## config.mk

```make
export PLATFORM = sky130hd
export DESIGN_NAME = prio_encoder_rr
export DESIGN_NICKNAME = d
export VERILOG_FILES = /design/src/rtl/prio_encoder_rr.sv
export SDC_FILE = /design/constraint.sdc
export NUM_CORES = 1
export LEC_CHECK = 0
export ABC_AREA = 1
export CAP_MARGIN = 10
export CORE_MARGIN = 5
export CORE_UTILIZATION = 50
export CTS_BUF_LIST = sky130_fd_sc_hd__clkbuf_4 sky130_fd_sc_hd__clkbuf_8
export DETAILED_ROUTE_END_ITERATION = 10
export GPL_TIMING_DRIVEN = 0
export PLACE_DENSITY = 0.85
export SYNTH_ARGS = -nofsm -noshare
export SYNTH_HDL_FRONTEND = slang
export SYNTH_SLANG_ARGS = --single-unit
```

## constraint.sdc

```tcl
create_clock -name clk -period 2.5 [get_ports clk]
set_input_delay 0.75 -clock clk [delete_from_list [all_inputs] [get_ports clk]]
set_output_delay 0.75 -clock clk [all_outputs]
set_load 0.01 [all_outputs]
```

## src/rtl/prio_encoder_rr.sv

```systemverilog
// Registered N-to-W priority encoder with valid/ready on both sides.
// RR=0 grants the highest set index; RR=1 grants the first set index at or after a rotating pointer.
module prio_encoder_rr #(
  parameter int N  = 8,
  parameter int W  = 3,
  parameter int RR = 0
) (
  input  logic         clk,
  input  logic         rst_n,
  input  logic [N-1:0] req,
  input  logic         req_valid,
  output logic         req_ready,
  output logic [W-1:0] idx,
  output logic         multi,
  output logic         idx_valid,
  input  logic         idx_ready,
  output logic [7:0]   zero_cnt,
  output logic [W-1:0] ptr
);

  localparam logic [W:0] N_EXT = (W+1)'(N);

  // A vector is multi-hot when clearing its lowest set bit leaves something behind.
  function automatic logic multi_hot(input logic [N-1:0] v);
    return (v & (v - N'(1'b1))) != '0;
  endfunction

  logic [W-1:0]   idx_r;
  logic           multi_r;
  logic           idx_valid_r;
  logic [7:0]     zero_cnt_r;
  logic [W-1:0]   ptr_r;

  logic           req_ready_s;
  logic           accept_s;
  logic           consume_s;
  logic           nonzero_s;
  logic [2*N-1:0] dbl_s;
  logic [N-1:0]   rot_s;
  logic [W-1:0]   fixed_sel_s;
  logic [W-1:0]   rr_off_s;
  logic [W:0]     rr_sum_s;
  logic [W-1:0]   rr_sel_s;
  logic [W-1:0]   sel_s;
  logic [W-1:0]   next_ptr_s;

  assign req_ready_s = !idx_valid_r || idx_ready;
  assign accept_s    = req_valid && req_ready_s;
  assign consume_s   = idx_valid_r && idx_ready;
  assign nonzero_s   = |req;

  // Fixed priority: ascending scan, so the highest set bit is the last one to stick.
  always_comb begin
    fixed_sel_s = '0;
    for (int k = 0; k < N; k++) begin
      if (req[k]) fixed_sel_s = W'(k);
      else        fixed_sel_s = fixed_sel_s;
    end
  end

  // Round-robin: rotate ptr down to bit 0, pick the lowest set bit, then undo the rotation mod N.
  always_comb begin
    dbl_s    = {req, req};
    rot_s    = N'(dbl_s >> ptr_r);
    rr_off_s = '0;
    for (int k = N - 1; k >= 0; k--) begin
      if (rot_s[k]) rr_off_s = W'(k);
      else          rr_off_s = rr_off_s;
    end
    rr_sum_s = {1'b0, ptr_r} + {1'b0, rr_off_s};
    if (rr_sum_s >= N_EXT) rr_sel_s = W'(rr_sum_s - N_EXT);
    else                   rr_sel_s = rr_sum_s[W-1:0];
  end

  // Mode select and the pointer value that follows a grant.
  always_comb begin
    if (RR != 0) sel_s = rr_sel_s;
    else         sel_s = fixed_sel_s;
    if (sel_s == W'(N - 1)) next_ptr_s = '0;
    else                    next_ptr_s = sel_s + W'(1'b1);
  end

  // One-entry result register, pointer and saturating zero counter.
  always_ff @(posedge clk or negedge rst_n) begin
    if (!rst_n) begin
      idx_r       <= '0;
      multi_r     <= 1'b0;
      idx_valid_r <= 1'b0;
      zero_cnt_r  <= 8'd0;
      ptr_r       <= '0;
    end else begin
      if (accept_s && nonzero_s) begin
        idx_r       <= sel_s;
        multi_r     <= multi_hot(req);
        idx_valid_r <= 1'b1;
        if (RR != 0) ptr_r <= next_ptr_s;
        else         ptr_r <= '0;
      end else if (consume_s) begin
        idx_valid_r <= 1'b0;
      end
      if (accept_s && !nonzero_s && (zero_cnt_r != 8'hFF)) begin
        zero_cnt_r <= zero_cnt_r + 8'd1;
      end
    end
  end

  assign req_ready = req_ready_s;
  assign idx       = idx_r;
  assign multi     = multi_r;
  assign idx_valid = idx_valid_r;
  assign zero_cnt  = zero_cnt_r;
  assign ptr       = ptr_r;

endmodule

```

==> metrics.md <==
| Metric | Value |
|---|---|
| Status | finished, final reports clean |
| Synth Area in Adders | between 1 and 1.5% |
| Dominant synthesized flop cell | dfrtp_1 |
| WP data arrival | between 1.5 and 2 ns |
| CTS Sinks | 13 |
| Seq cells post-synth | 13 |
| Worst min path class | register to register |
| Placed cell area | between 1000 and 1500 µm² |
| IO Count | 29 |
| H-tree Lvls | 1 |
| CP top delay family | buffers and inverters |
| Max clock buf depth | 2 |
| Routed via count | 800 |
| Port Buffers | 25 |
| Final setup fails | 0 |
| Hold Startpoint | idx[1] |
| Critical path's slowest cell | clkdlybuf4s50_1 |
| Final Cycle Share | approximately 95% |
| Main combinational cell family by area after synthesis | simple AND/OR/NAND/NOR gates |
| Depth of the most critical reg-to-reg path | 8 |
| Clock Tree Root | clkbuf_4 |
| Residual DRC | 0 |
| Vias/cell | just under 5 |
| First-pass GRT wire length | approximately 3100 µm |
| Crit path launch type | primary input |
| TritonCTS buffer count | 3 |
| Worst slew pin tran | 0.590 ns |
| Worst hold endpoint | idx[1] |
| Time the worst path needs with I/O delays and setup | roughly 2.4 ns |
| F_max | around 420 MHz |
| Share of layout cells above drive strength 1 | 14.9% |
| Fin nets | 155 |
| Leakage | about 0.00059 µW |
| Crit-path max FO | 2 |
| Asr flop ratio synth | 100% |
| Worst hold margin | roughly 0.5 ns |
| Slowest stage delay, CP | between 0.4 and 0.5 ns |
| Slew Viols, Final | 0 |
| Top-count cell post-synth | nand2_1 |
| Initial antenna violation count | 0 |
| All-Layer GR Usage | 15.2% |
| Yosys warnings | 0 |
| Pwr dens | between 400 and 500 nW/µm² |
| Max-Cap Viols | 0 |
| Avg WL per Cell | around 11 µm |
| # Post-CTS Setup Buffers | 0 |
| Initial Util | 52.0% |
| Distinct cells, synth | 26 |
| Clock-pin slew on the worst setup and hold paths | 0.08 ns |
| CP cell instances | clkdlybuf4s50_1, inv_1, nand2_1, dlygate4sd2_1 |
| Core Rows | 15 |
| Critical path type | primary input to primary output |
| RSZ-0062 raised after global routing | no |
| CTS tree | yes |
| N_diodes | 0 |
| Xor/xnor share of the synthesized area | under 10% |
| Worst Skew | 0.00141 ns |
| Synth top area cells | dfrtp_1 37%, nand2_1 14%, nor2_1 4.6% |
| Worst vdd ir | 0.392 mV |
| DR pass1 iterations | 3 |
| Mapped Avg Cell Area | about 8 µm² |
| Worst reg2reg path startpoint | zero_cnt[0] |
| Starting DRT DRC Count | 2 |
| Largest net degree at the start of global routing | 14 |
| GPL Wtd Cong | between 0.8 and 0.9 |
| Portion of netlist area occupied by mux cells | 0% |
| R2R Path End | zero_cnt[3] |
| Hold path depth | 2 |
| R2r setup slk | 1.09 ns |
| Worst slew margin | about three fifths |
| Vias in the first global route | 783 |
| Congestion Overflow GR | 0 |
| Number of flops mapped to enable cells by yosys | 0 |
| Worst Path Buf+Inv | 3 |
| Compound-Gate Fraction of Synth Area | about 9% |
| Die W | roughly 52 µm |
| Cell taking the most area after synthesis | dfrtp_1 |
| Core area | about 1700 µm² |
| Top-area cell type share of the netlist area | 36.6% |
| Layout area overhead | 35.5% |
| Post-DP HPWL | around 1500 µm |
| Critical Path Sink Type | primary output |
| Core Util, Final | a little over two thirds |
| Routed Wire Length | between 1500 and 2000 µm |
| Synth Area in Simple Gates | between 40 and 50% |
| Final ANT Viol Nets | 0 |
| Die height | 52.2 µm |
| Synthesized area | 888 µm² |
| Sequential area share after synthesis | 36.6% |
| Clk Latency, worst-skew pair | between 0.2 and 0.3 ns |
| WP data required | 1.75 ns |
| Die ar. | roughly 2700 µm² |
| Final instance area | between 1000 and 1500 µm² |
| Synth top cells by count | 34 x nand2_1, 13 x dfrtp_1, 11 x nor2_1 |
| Hold Violations, Final | 0 |
| Post-Syn Instances | between 100 and 150 |
==> tightest hold or removal path, delay by kind of cell (launching register included) <==
kind             cells  cell delay [ns]
AO/OA/AOI/OAI        1             0.06
AND/OR/NAND/NOR      1             0.05
flip-flops           1             0.35
==> layer usage <==
metal / GRT usage, % / part of all wire, % / up-vias / wire (µm)
li1: - / - / 410 / -
met4: 7.66 / 2.2 / 0 / 39
met3: 2.58 / 5.9 / 4 / 105
met5: 0 / 0 / - / 0
met2: 30.3 / 55 / 21 / 979
met1: 14.5 / 37 / 365 / 665
==> worst max-delay path by stage <==
stage	startpoint	to	cells after the start
after floorplan	idx_ready	req_ready	2
after global placement	idx_ready	req_ready	4
after detailed placement	idx_ready	req_ready	4
after CTS	idx_ready	req_ready	4
after global routing	idx_ready	req_ready	4
final	idx_ready	req_ready	4
==> cell usage in the layout (no fill, tap or decap), drive strengths merged <==
cell and count:
nand2 37, clkdlybuf4s50 24, nor2 17, dfrtp 13
inv 9, o21ai 8, nand3 5, xor2 3
xnor2 3, buf 3, conb 3, clkbuf 3
nand4 3, nor3 2, a21oi 2, nand3b 1
a21boi 1, o21bai 1, ha 1, clkinv 1
dlygate4sd2 1
==> cells by family (layout without fill, tap and decap cells) <==
logic type	after synthesis	count (layout)
XOR/XNOR	6	6
other	1	3
AND/OR/NAND/NOR	65	65
adder cells (fa/ha/maj)	1	1
buffers and inverters	12	41
flip-flops	13	13
AO/OA/AOI/OAI	12	12
==> through the flow <==
step                      cells  power, µW  setup TNS, ns  setup slack (ns)
final                       166        488              0             0.129
after global routing        166        520              0            0.0767
after CTS                   166        493              0             0.124
after detailed placement    162        362         -0.146            -0.146
after global placement      162        358         -0.134            -0.134
after floorplan             112        294              0             0.809
==> cell type report <==
class	count	area [µm²]
clock inverter	1	5.00
sequential	13	325
buffer	3	22.5
inverter	9	33.8
timing repair buffer	25	249
clock buffer	3	22.5
tap	25	31.3
multi-input combinational	87	514
fill	138	504
==> repair_timing <==
| action | in CTS | in global routing |
|---|---|---|
| gates resized for setup | 1 | 0 |
| endpoints found under the setup margin | 1 | 0 |
| hold buffers | 0 | 0 |
| endpoints found under the hold margin | 0 | 0 |
==> sequential cells by signal (all words and copies together), names as in the netlist <==
signal and flops:
idx 3, idx_valid 1, multi 1, zero_cnt 8
==> where the power goes <==
| group | leakage (µW) | switching, µW | internal (µW) |
|---|---|---|---|
| Sequential | 0.000158 | 11.3 | 224 |
| Clock | 0.0000177 | 73.1 | 59.3 |
| Combinational | 0.000418 | 57.8 | 62.0 |
(Power assumes the default switching activity.)
